$ cat src/rtl/cp0_pkg.sv
// Shared definitions for the CP0 system coprocessor: register indices,
// SR/Cause field positions and reset values.
package cp0_pkg;

    localparam logic [4:0] CP0_COUNT   = 5'd9;
    localparam logic [4:0] CP0_COMPARE = 5'd11;
    localparam logic [4:0] CP0_SR      = 5'd12;
    localparam logic [4:0] CP0_CAUSE   = 5'd13;
    localparam logic [4:0] CP0_EPC     = 5'd14;
    localparam logic [4:0] CP0_PRID    = 5'd15;

    localparam int IM_HI   = 15;
    localparam int IM_LO   = 10;
    localparam int EXL_BIT = 1;
    localparam int IE_BIT  = 0;

    localparam int HW_INT_W = 6;

    localparam logic [5:0]  IM_RST      = 6'd0;
    localparam logic [29:0] EPC_RST     = 30'd0;
    localparam logic [31:0] COUNT_RST   = 32'd0;
    localparam logic [31:0] COMPARE_RST = 32'hFFFF_FFFF;

endpackage

$ cat src/rtl/cp0_sync.sv
// N-stage flop synchroniser for the external interrupt lines; every stage
// clears on the asynchronous active-low reset.
module cp0_sync #(
    parameter int STAGES = 2,
    parameter int WIDTH  = 6
) (
    input  logic             clk,
    input  logic             rst_n,
    input  logic [WIDTH-1:0] async_in,
    output logic [WIDTH-1:0] sync_out
);

    logic [WIDTH-1:0] stage_q [STAGES];
    logic [WIDTH-1:0] stage_d [STAGES];

    always_comb begin
        stage_d[0] = async_in;
        for (int i = 1; i < STAGES; i++) begin
            stage_d[i] = stage_q[i-1];
        end
    end

    // NOTE: these are individual flops, not a RAM, so each stage gets the async reset.
    always_ff @(posedge clk or negedge rst_n) begin
        if (!rst_n) begin
            for (int i = 0; i < STAGES; i++) begin
                stage_q[i] <= '0;
            end
        end else begin
            // NOTE: non-blocking so every stage samples its predecessor's old value.
            stage_q <= stage_d;
        end
    end

    assign sync_out = stage_q[STAGES-1];

endmodule

$ cat src/rtl/cp0_unit.sv
// System coprocessor 0: SR, Cause, EPC, PRId, Count and Compare, interrupt
// synchronisation and the irq request to the multicycle controller.
module cp0_unit
    import cp0_pkg::*;
#(
    parameter logic [31:0] PRID        = 32'h0001_8000,
    parameter int          SYNC_STAGES = 2
) (
    input  logic        clk,
    input  logic        rst_n,
    input  logic        cp0Wr,
    input  logic [4:0]  sel,
    input  logic [31:0] din,
    input  logic [31:0] pc,
    input  logic        EXLSet,
    input  logic        EXLClr,
    input  logic [5:0]  hw_int,
    output logic [31:0] dout,
    output logic [31:0] epc,
    output logic        irq
);

    logic [5:0]  im_q, im_d;
    logic        exl_q, exl_d;
    logic        ie_q, ie_d;
    logic [29:0] epc_q, epc_d;
    logic [31:0] count_q, count_d;
    logic [31:0] compare_q, compare_d;
    logic        tp_q, tp_d;

    logic [HW_INT_W-1:0] hw_sync;
    logic [5:0]          ip;
    logic [31:0]         sr_val;
    logic [31:0]         cause_val;
    logic                wr_sr, wr_epc, wr_count, wr_cmp;
    logic                unused_pc;

    cp0_sync #(
        .STAGES (SYNC_STAGES),
        .WIDTH  (HW_INT_W)
    ) u_sync (
        .clk      (clk),
        .rst_n    (rst_n),
        .async_in (hw_int),
        .sync_out (hw_sync)
    );

    // The timer shares IP[15] with hw_int[5].
    assign ip = {hw_sync[5] | tp_q, hw_sync[4:0]};

    assign wr_sr    = cp0Wr && (sel == CP0_SR);
    assign wr_epc   = cp0Wr && (sel == CP0_EPC);
    assign wr_count = cp0Wr && (sel == CP0_COUNT);
    assign wr_cmp   = cp0Wr && (sel == CP0_COMPARE);

    // NOTE: every output of this block is defaulted first so no latch can be inferred.
    always_comb begin
        im_d      = im_q;
        ie_d      = ie_q;
        exl_d     = exl_q;
        epc_d     = epc_q;
        compare_d = compare_q;
        tp_d      = tp_q;
        count_d   = count_q + 32'd1;

        if (wr_sr) begin
            im_d  = din[IM_HI:IM_LO];
            ie_d  = din[IE_BIT];
            exl_d = din[EXL_BIT];
        end
        // Controller strobes override software for the EXL bit only.
        if (EXLSet) begin
            exl_d = 1'b1;
        end else if (EXLClr) begin
            exl_d = 1'b0;
        end

        if (EXLSet) begin
            if (!exl_q) begin
                epc_d = pc[31:2];
            end
        end else if (wr_epc) begin
            epc_d = din[31:2];
        end

        if (wr_count) begin
            count_d = din;
        end

        if (wr_cmp) begin
            compare_d = din;
            tp_d      = 1'b0;
        end else if (count_q == compare_q) begin
            tp_d = 1'b1;
        end
    end

    always_ff @(posedge clk or negedge rst_n) begin
        if (!rst_n) begin
            im_q      <= IM_RST;
            exl_q     <= 1'b0;
            ie_q      <= 1'b0;
            epc_q     <= EPC_RST;
            count_q   <= COUNT_RST;
            compare_q <= COMPARE_RST;
            tp_q      <= 1'b0;
        end else begin
            im_q      <= im_d;
            exl_q     <= exl_d;
            ie_q      <= ie_d;
            epc_q     <= epc_d;
            count_q   <= count_d;
            compare_q <= compare_d;
            tp_q      <= tp_d;
        end
    end

    always_comb begin
        sr_val                = '0;
        sr_val[IM_HI:IM_LO]   = im_q;
        sr_val[EXL_BIT]       = exl_q;
        sr_val[IE_BIT]        = ie_q;
        cause_val             = '0;
        cause_val[IM_HI:IM_LO] = ip;
    end

    always_comb begin
        case (sel)
            CP0_COUNT:   dout = count_q;
            CP0_COMPARE: dout = compare_q;
            CP0_SR:      dout = sr_val;
            CP0_CAUSE:   dout = cause_val;
            CP0_EPC:     dout = {epc_q, 2'b00};
            CP0_PRID:    dout = PRID;
            default:     dout = '0;
        endcase
    end

    // Pure function of registered state, so it falls with rst_n.
    assign irq = ie_q & ~exl_q & |(im_q & ip);
    assign epc = {epc_q, 2'b00};

    assign unused_pc = ^pc[1:0];

endmodule

$ cat config.mk
export PLATFORM = sky130hd
export DESIGN_NAME = cp0_unit
export DESIGN_NICKNAME = d
export VERILOG_FILES = /design/src/rtl/cp0_pkg.sv /design/src/rtl/cp0_sync.sv /design/src/rtl/cp0_unit.sv
export SDC_FILE = /design/constraint.sdc
export NUM_CORES = 1
export LEC_CHECK = 0
export ABC_AREA = 1
export CAP_MARGIN = 0
export CORE_ASPECT_RATIO = 0.7
export CORE_UTILIZATION = 30
export CTS_BUF_LIST = sky130_fd_sc_hd__clkbuf_4
export CTS_CLUSTER_DIAMETER = 60
export CTS_CLUSTER_SIZE = 40
export DETAILED_ROUTE_END_ITERATION = 6
export PLACE_DENSITY = 0.61
export SYNTH_ARGS = -nofsm -noshare
export SYNTH_HDL_FRONTEND = slang
export SYNTH_SLANG_ARGS = --single-unit
export TNS_END_PERCENT = 100
$ cat constraint.sdc
create_clock -name clk -period 2.1 [get_ports clk]
set_clock_uncertainty 0.05 [all_clocks]
set_input_delay 0.63 -clock clk [delete_from_list [all_inputs] [get_ports clk]]
set_output_delay 0.63 -clock clk [all_outputs]
set_load 0.05 [all_outputs]
==> results of run 1 <==
sequential cells by signal, summed over array words and instances, names as in the netlist:
name,cells
compare_q,32
count_q,32
epc_q,30
im_q,6
u_sync.stage_d,6
u_sync.sync_out,6
exl_q,1
ie_q,1
tp_q,1
critical path, cell delays in order:
cell	delay (ns)
buf_8	0.10
nor2_4	0.18
nand3_4	0.18
buf_6	0.19
o211ai_1	0.29
clkbuf_16	0.24
where the power goes:
| group | switching [uW] | leakage, uW | internal (uW) |
|---|---|---|---|
| combinational | 1650 | 0.00314 | 1070 |
| clock | 984 | 0.000158 | 833 |
| sequential | 568 | 0.00131 | 2770 |
synthesized netlist by cell type (all sizes together) (7+ instances only):
library cell	number
nand2	280
nor2	76
mux2i	8
dfrtp	83
nor3	8
a21oi	37
nand3	37
xor2	13
o211ai	9
xnor2	24
clkbuf	11
inv	107
o21ai	93
buf	23
dfstp	32
o221ai	14
nand4	7
placed cells by master, fill, tap and decap left out, types with 3 or more instances in the layout:
cell type and count:
a21oi_1 32, a21oi_2 4, buf_12 47, buf_4 72
buf_6 12, buf_8 6, bufinv_16 3, clkbuf_16 4
clkbuf_4 18, clkdlybuf4s50_1 71, clkinv_4 3, dfrtp_1 83
dfstp_2 32, inv_1 93, inv_2 8, inv_4 4
inv_6 4, mux2i_1 8, nand2_1 253, nand2_2 12
nand2_4 15, nand3_1 26, nand3_4 12, nand4_1 7
nor2_1 67, nor2_4 7, nor3_1 6, o211ai_1 9
o21ai_0 73, o21ai_1 14, o21ai_2 5, o221ai_4 13
xnor2_1 24, xor2_1 13
path summary, 6_finish.rpt:
| kind | from | to | slack (ns) |
|---|---|---|---|
| worst max register to register | count_q[0] | count_q[22] | 0.21 |
| worst max-delay path | sel[4] | dout[30] | -0.40 |
| max in group asynchronous | rst_n | compare_q[18] | 0.83 |
| worst min register to register | u_sync.stage_d[5] | u_sync.sync_out[5] | 0.31 |
| min in group asynchronous | rst_n | epc_q[13] | 0.50 |
| worst min-delay path | u_sync.stage_d[5] | u_sync.sync_out[5] | 0.31 |
cell families after synthesis:
logic type	after synthesis	share of synthesized area, %
buffers and inverters	141	8.94
and+or+nand+nor	409	26.1
other	1	0.0573
AOI/OAI and AO/OA	160	13.9
adders and majority gates	1	0.191
DFF	115	44.6
xor gates and xnor gates	37	4.95
muxes	8	1.22
cell type report:
class | instances | area, sq um
repair buffers | 214 | 2530
inverters | 107 | 427
flip-flops and latches | 115 | 2920
well taps | 276 | 345
multi-input cells | 618 | 3650
clock buffers | 17 | 128
fillers | 2018 | 10900
clock inverters | 15 | 179
per-layer routing:
layer  track usage (%)  vias to the layer above
li1                  -                     3198
met1              33.5                     3050
met2              28.4                      219
met3              4.90                       17
met4              3.99                        0
met5                 0                        -
timing repair:
action | in CTS | in global routing
setup buffers | 25 | 12
hold buffers | 1 | 0
gates resized for setup | 69 | 63
endpoints found under the setup margin | 37 | 33
pin swaps | 11 | 17
gates cloned | 3 | 0
hold endpoints to repair | 26 | 0
per-stage QoR:
stage	total power (uW)	worst slack, ns	TNS (ns)	utilization [%]
after floorplan	4920	-0.489	-8.41	-
after global placement	5880	-0.954	-73.27	43.6
after detailed placement	5910	-0.905	-70.77	43.6
after CTS	7830	-0.477	-13.70	47.4
after global routing	8350	-0.481	-12.38	48.3
final	7870	-0.402	-10.46	48.3
==> summary.txt, run 1 <==
STA
  • WHS: approximately 0.31 ns
  • Final slew viol count: 0
  • Period utilization: 119%
  • Fmax: between 0.3 and 0.4 GHz
  • Max-slew headroom: 63.2%
  • Post-route setup slack: -0.402 ns
  • Least-Margin Pin Slew: roughly 0.55 ns
  • Final min period: 2.50 ns
  • Final setup fails: 33
  • Final hold vios: 0
  • RSZ-0062 raised after global routing: yes

Clock tree
  • CTS Sinks: approximately 120
  • CTS Root Cell: clkbuf_4
  • H-tree levels: 4
  • CTS tree: yes
  • CTS Buffer Depth: 2
  • TritonCTS Buffers: 17
  • Skew-Pair Late Insertion Delay: approximately 0.57 ns
  • CTS clock-pin slew for the worst setup and hold paths: 0.12 ns

Placement
  • Routability-driven placement congestion ratio: roughly 0.9
  • Port bufs: 140
  • Dpl cells: 1295
  • DP Area: ~9200 sq um
  • Dpl hpwl: 16400 um

Die
  • Die H: 126 um
  • Num ports: 145
  • Die width: 179 um
  • Row count: 44
  • Die Area: ~22000 sq um
  • Initial Utilization: between 30% and 40%
  • Core area: around 21000 sq um

Final layout
  • Area delta synth->final: 55.5%
  • Final std cells w/o fill: approximately 1400
  • Fin area: 10200 sq um
  • Nets: 1154
  • Layout cells sized above 1: between 20% and 30%
  • # diodes: 0

Worst setup path
  • Reg2reg path depth: 10
  • Max FO, Critical Path: 5
  • Worst setup SP type: primary input
  • Critical Path Sink Type: output pin
  • Kind of critical path: primary input to output pin
  • Critical Path AT: 1.82 ns
  • WP data required: roughly 1.4 ns

Global routing
  • Initial antenna violation count: 0
  • First-pass GRT wire length: 35400 um
  • Largest net degree at the start of global routing: 46
  • GR Overflow Total: 0
  • GRT Total Usage: 21.1%
  • Vias in the first global route: about 6300

Routing
  • DR WL met2: between 9000 and 10000 um
  • DR WL met3: 1650 um
  • Vias per cell: about 4.8
  • First-pass DRT Iterations: 5
  • Final ANT Viol Nets: 0
  • Top layer used by detailed routing: met4
  • DR WL/cell: 16.7 um
  • Overall routed net length: roughly 23000 um
  • Initial DRC Count: about 400
  • Drc violations: 0
  • WL met1: ~12000 um
  • Vias: approximately 6500

Status
  • Failing checks: negative setup slack
  • Outcome: complete, but fails checks

Flow run
  • MaxCap Viol Count: 0

Yosys
  • Ys flop type: dfrtp_1
  • Yosys top cell area share: approximately a third
  • Synth Register Bits: approximately 120
  • Post-synth EDFFs: 0
  • Ranking of synthesized cells by area: dfrtp_1 32%, nand2_1 16%, dfstp_2 13%
  • Cells after Synth: 872
  • Unique masters post-synth: 37
  • Yosys warning total: 0
  • Syn Area/Cell: 7.51 sq um
  • Sequential share of the synthesized area: between 40 and 50%
  • Mapped cell area: approximately 6500 sq um
  • Yosys top cell by area: dfrtp_1
  • Share of synthesized flip-flops with an asynchronous set or reset: 100%

Pwr
  • Worst VDD drop: between 0.4 and 0.5 mV
  • Cell area power density: between 700 and 800 nW/um^2
  • Static Leak: 0.00461 uW

Hold path
  • Hold Crit Class: flop to flop
  • Hold path depth: 0
No activity file was read; power rests on OpenSTA's default activity.
==> run 2, diff against run 1 <==
--- a/config.mk
+++ b/config.mk
@@ -13,6 +13,7 @@
 export CTS_CLUSTER_DIAMETER = 60
 export CTS_CLUSTER_SIZE = 40
 export DETAILED_ROUTE_END_ITERATION = 6
+export HOLD_SLACK_MARGIN = 0.1
 export PLACE_DENSITY = 0.61
 export SYNTH_ARGS = -nofsm -noshare
 export SYNTH_HDL_FRONTEND = slang
==> results of run 2 <==
Final layout, timing and power as in run 1 (identical DEF).
==> run 3, diff against run 2 <==
--- a/config.mk
+++ b/config.mk
@@ -15,6 +15,7 @@
 export DETAILED_ROUTE_END_ITERATION = 6
 export HOLD_SLACK_MARGIN = 0.1
 export PLACE_DENSITY = 0.61
+export RECOVER_POWER = 100
 export SYNTH_ARGS = -nofsm -noshare
 export SYNTH_HDL_FRONTEND = slang
 export SYNTH_SLANG_ARGS = --single-unit
==> summary.txt, run 3 (synthesized netlist as in run 1, its figures left out) <==
Status
  • Outcome: complete, but fails checks
  • Failing checks: negative setup slack

Final layout
  • Area delta synth->final: 54.4%
  • Final std cells w/o fill: 1362 (unchanged)
  • Most common cell after layout, fill and taps aside: nand2_1
  • Layout cells sized above 1: 27.0% (-0.55 points)
  • Largest registers: compare_q (32), count_q (32), epc_q (30)
  • # fillers: 2034 (+0.79%)
  • Commonest non-fill, non-tap cells in the layout: 253 x nand2_1, 94 x inv_1, 83 x dfrtp_1, 73 x o21ai_0, 68 x nor2_1
  • # diodes: 0 (unchanged)
  • Nets: 1154 (unchanged)

Die
  • Die H: 126 um (unchanged)
  • Initial Utilization: 31.1% (unchanged)
  • Die Area: 22400 sq um (unchanged)
  • Row count: 44 (unchanged)
  • Die width: 179 um (unchanged)
  • Num ports: 145 (unchanged)
  • Core area: 21100 sq um (unchanged)

Global routing
  • Largest net degree at the start of global routing: 46 (unchanged)
  • First-pass GRT wire length: 35400 um (unchanged)
  • Vias in the first global route: 6268 (unchanged)
  • GRT Total Usage: 21.1% (unchanged)
  • GR Overflow Total: 0 (unchanged)
  • Initial antenna violation count: 0 (unchanged)

Pwr
  • Static Leak: 0.00456 uW (-0.95%)
  • Worst VDD drop: 0.426 mV (-0.44%)
  • Cell area power density: 777 nW/um^2 (+0.52%)

Routing
  • Vias: 6483 (-0.015%)
  • Drc violations: 0 (unchanged)
  • Vias per cell: 4.76 (about the same)
  • First-pass DRT Iterations: 5 (unchanged)
  • Final ANT Viol Nets: 0 (unchanged)
  • Initial DRC Count: 448 (+12%)
  • Overall routed net length: 22800 um (-0.25%)
  • DR WL/cell: 16.7 um (-0.25%)

Placement
  • Dpl cells: 1295 (unchanged)
  • Routability-driven placement congestion ratio: 0.928 (unchanged)
  • Dpl hpwl: 16400 um (unchanged)
  • Place WS: -0.905 ns (unchanged)
  • Port bufs: 140 (unchanged)

Worst setup path
  • Kind of critical path: primary input to output pin
  • Critical Path Sink Type: output pin
  • Worst setup SP type: primary input
  • Max FO, Critical Path: 5 (unchanged)
  • WP data required: 1.42 ns (about the same)
  • Critical Path AT: 1.82 ns (about the same)
  • R2r setup slk: 0.20 ns (about the same)

Clock tree
  • CTS clock-pin slew for the worst setup and hold paths: 0.12 ns (about the same)
  • CTS Root Cell: clkbuf_4
  • CTS Sinks: 115 (unchanged)
  • CTS tree: yes
  • TritonCTS Buffers: 17 (unchanged)
  • Skew-Pair Late Insertion Delay: 0.57 ns (about the same)
  • H-tree levels: 4 (unchanged)
  • CTS Buffer Depth: 2 (unchanged)

Hold path
  • Hold Crit Class: flop to flop

STA
  • Least-Margin Pin Slew: 0.724 ns (+0.173 ns)
  • Final slew viol count: 0 (unchanged)
  • RSZ-0062 raised after global routing: yes
  • Final setup fails: 33 (unchanged)
  • Fmax: 0.399 GHz (about the same)
  • Final min period: 2.50 ns (+0.00121 ns)
  • Post-route setup slack: -0.403 ns (-0.00121 ns)
  • Final hold vios: 0 (unchanged)
  • Final TNS setup: -10.48 ns (-0.0225 ns)
  • Period utilization: 119% (about the same)
  • Max-slew headroom: 51.7% (-11 points)

Flow run
  • MaxCap Viol Count: 0 (unchanged)
## run 3: cell count changes in the layout (fill, tap and decap cells not counted), sizes merged
cell and delta:
clkdlybuf4s50 -7, clkbuf +8, buf -8, dlygate4sd3 +7
## run 3: area by class of cell
class | instances | area (sq um) | share of cell area, %
multi-input combinational | 618 | 3630 | 36.0
clock inverter | 15 | 179 | 1.77
tap | 276 | 345 | 3.42
timing repair buffer | 214 | 2480 | 24.5
clock buffer | 17 | 128 | 1.26
inverter | 107 | 427 | 4.22
sequential | 115 | 2920 | 28.9
## run 3: critical path, cell delays in order
cell and delay [ns]:
buf_8 0.10, nor2_4 0.18, nand3_4 0.18, buf_6 0.19, o211ai_1 0.29, clkbuf_16 0.24
## run 3: report_power, final
group	switching (uW)	leakage, uW	total, uW	internal [uW]
combinational	1650	0.00310	2710	1060
sequential	567	0.00131	3340	2770
clock	981	0.000158	1810	833
total	3200	0.00456	7860	4660
## run 3: per-stage QoR
step                hold slack (ns)  utilization (%)  instance area (sq um)  power (uW)
floorplan                     0.281                -                   6990        4920
global placement              0.284             43.6                   9180        5880
detailed placement            0.285             43.6                   9180        5910
CTS                           0.313             47.4                  10000        7830
global route                  0.320             47.9                  10100        8330
finish                        0.311             47.9                  10100        7860
## run 3: what timing repair did
item / 4_1_cts / 5_1_grt
endpoints found under the setup margin: 37 / 33
buffers inserted: 25 / 12
resized for setup: 69 / 63
hold endpoints to repair: 26 / 0
pin swaps: 11 / 17
cloned: 3 / 0
hold buffers: 1 / 0
## run 3: final timing paths
path,startpoint,end,cells past startpoint
worst max-delay path,sel[4],dout[30],6
worst max register to register,count_q[0],count_q[16],8
worst min-delay path,u_sync.stage_d[5],u_sync.sync_out[5],0
max in group asynchronous,rst_n,count_q[30],3
worst min register to register,u_sync.stage_d[5],u_sync.sync_out[5],0
min in group asynchronous,rst_n,epc_q[13],2
## run 3: per-layer routing
layer	vias to the layer above	GRT usage, %	wire length, um
li1	3204	-	-
met1	3013	33.5	11800
met2	249	28.4	8960
met3	17	4.90	1820
met4	0	3.99	178
met5	-	0	0
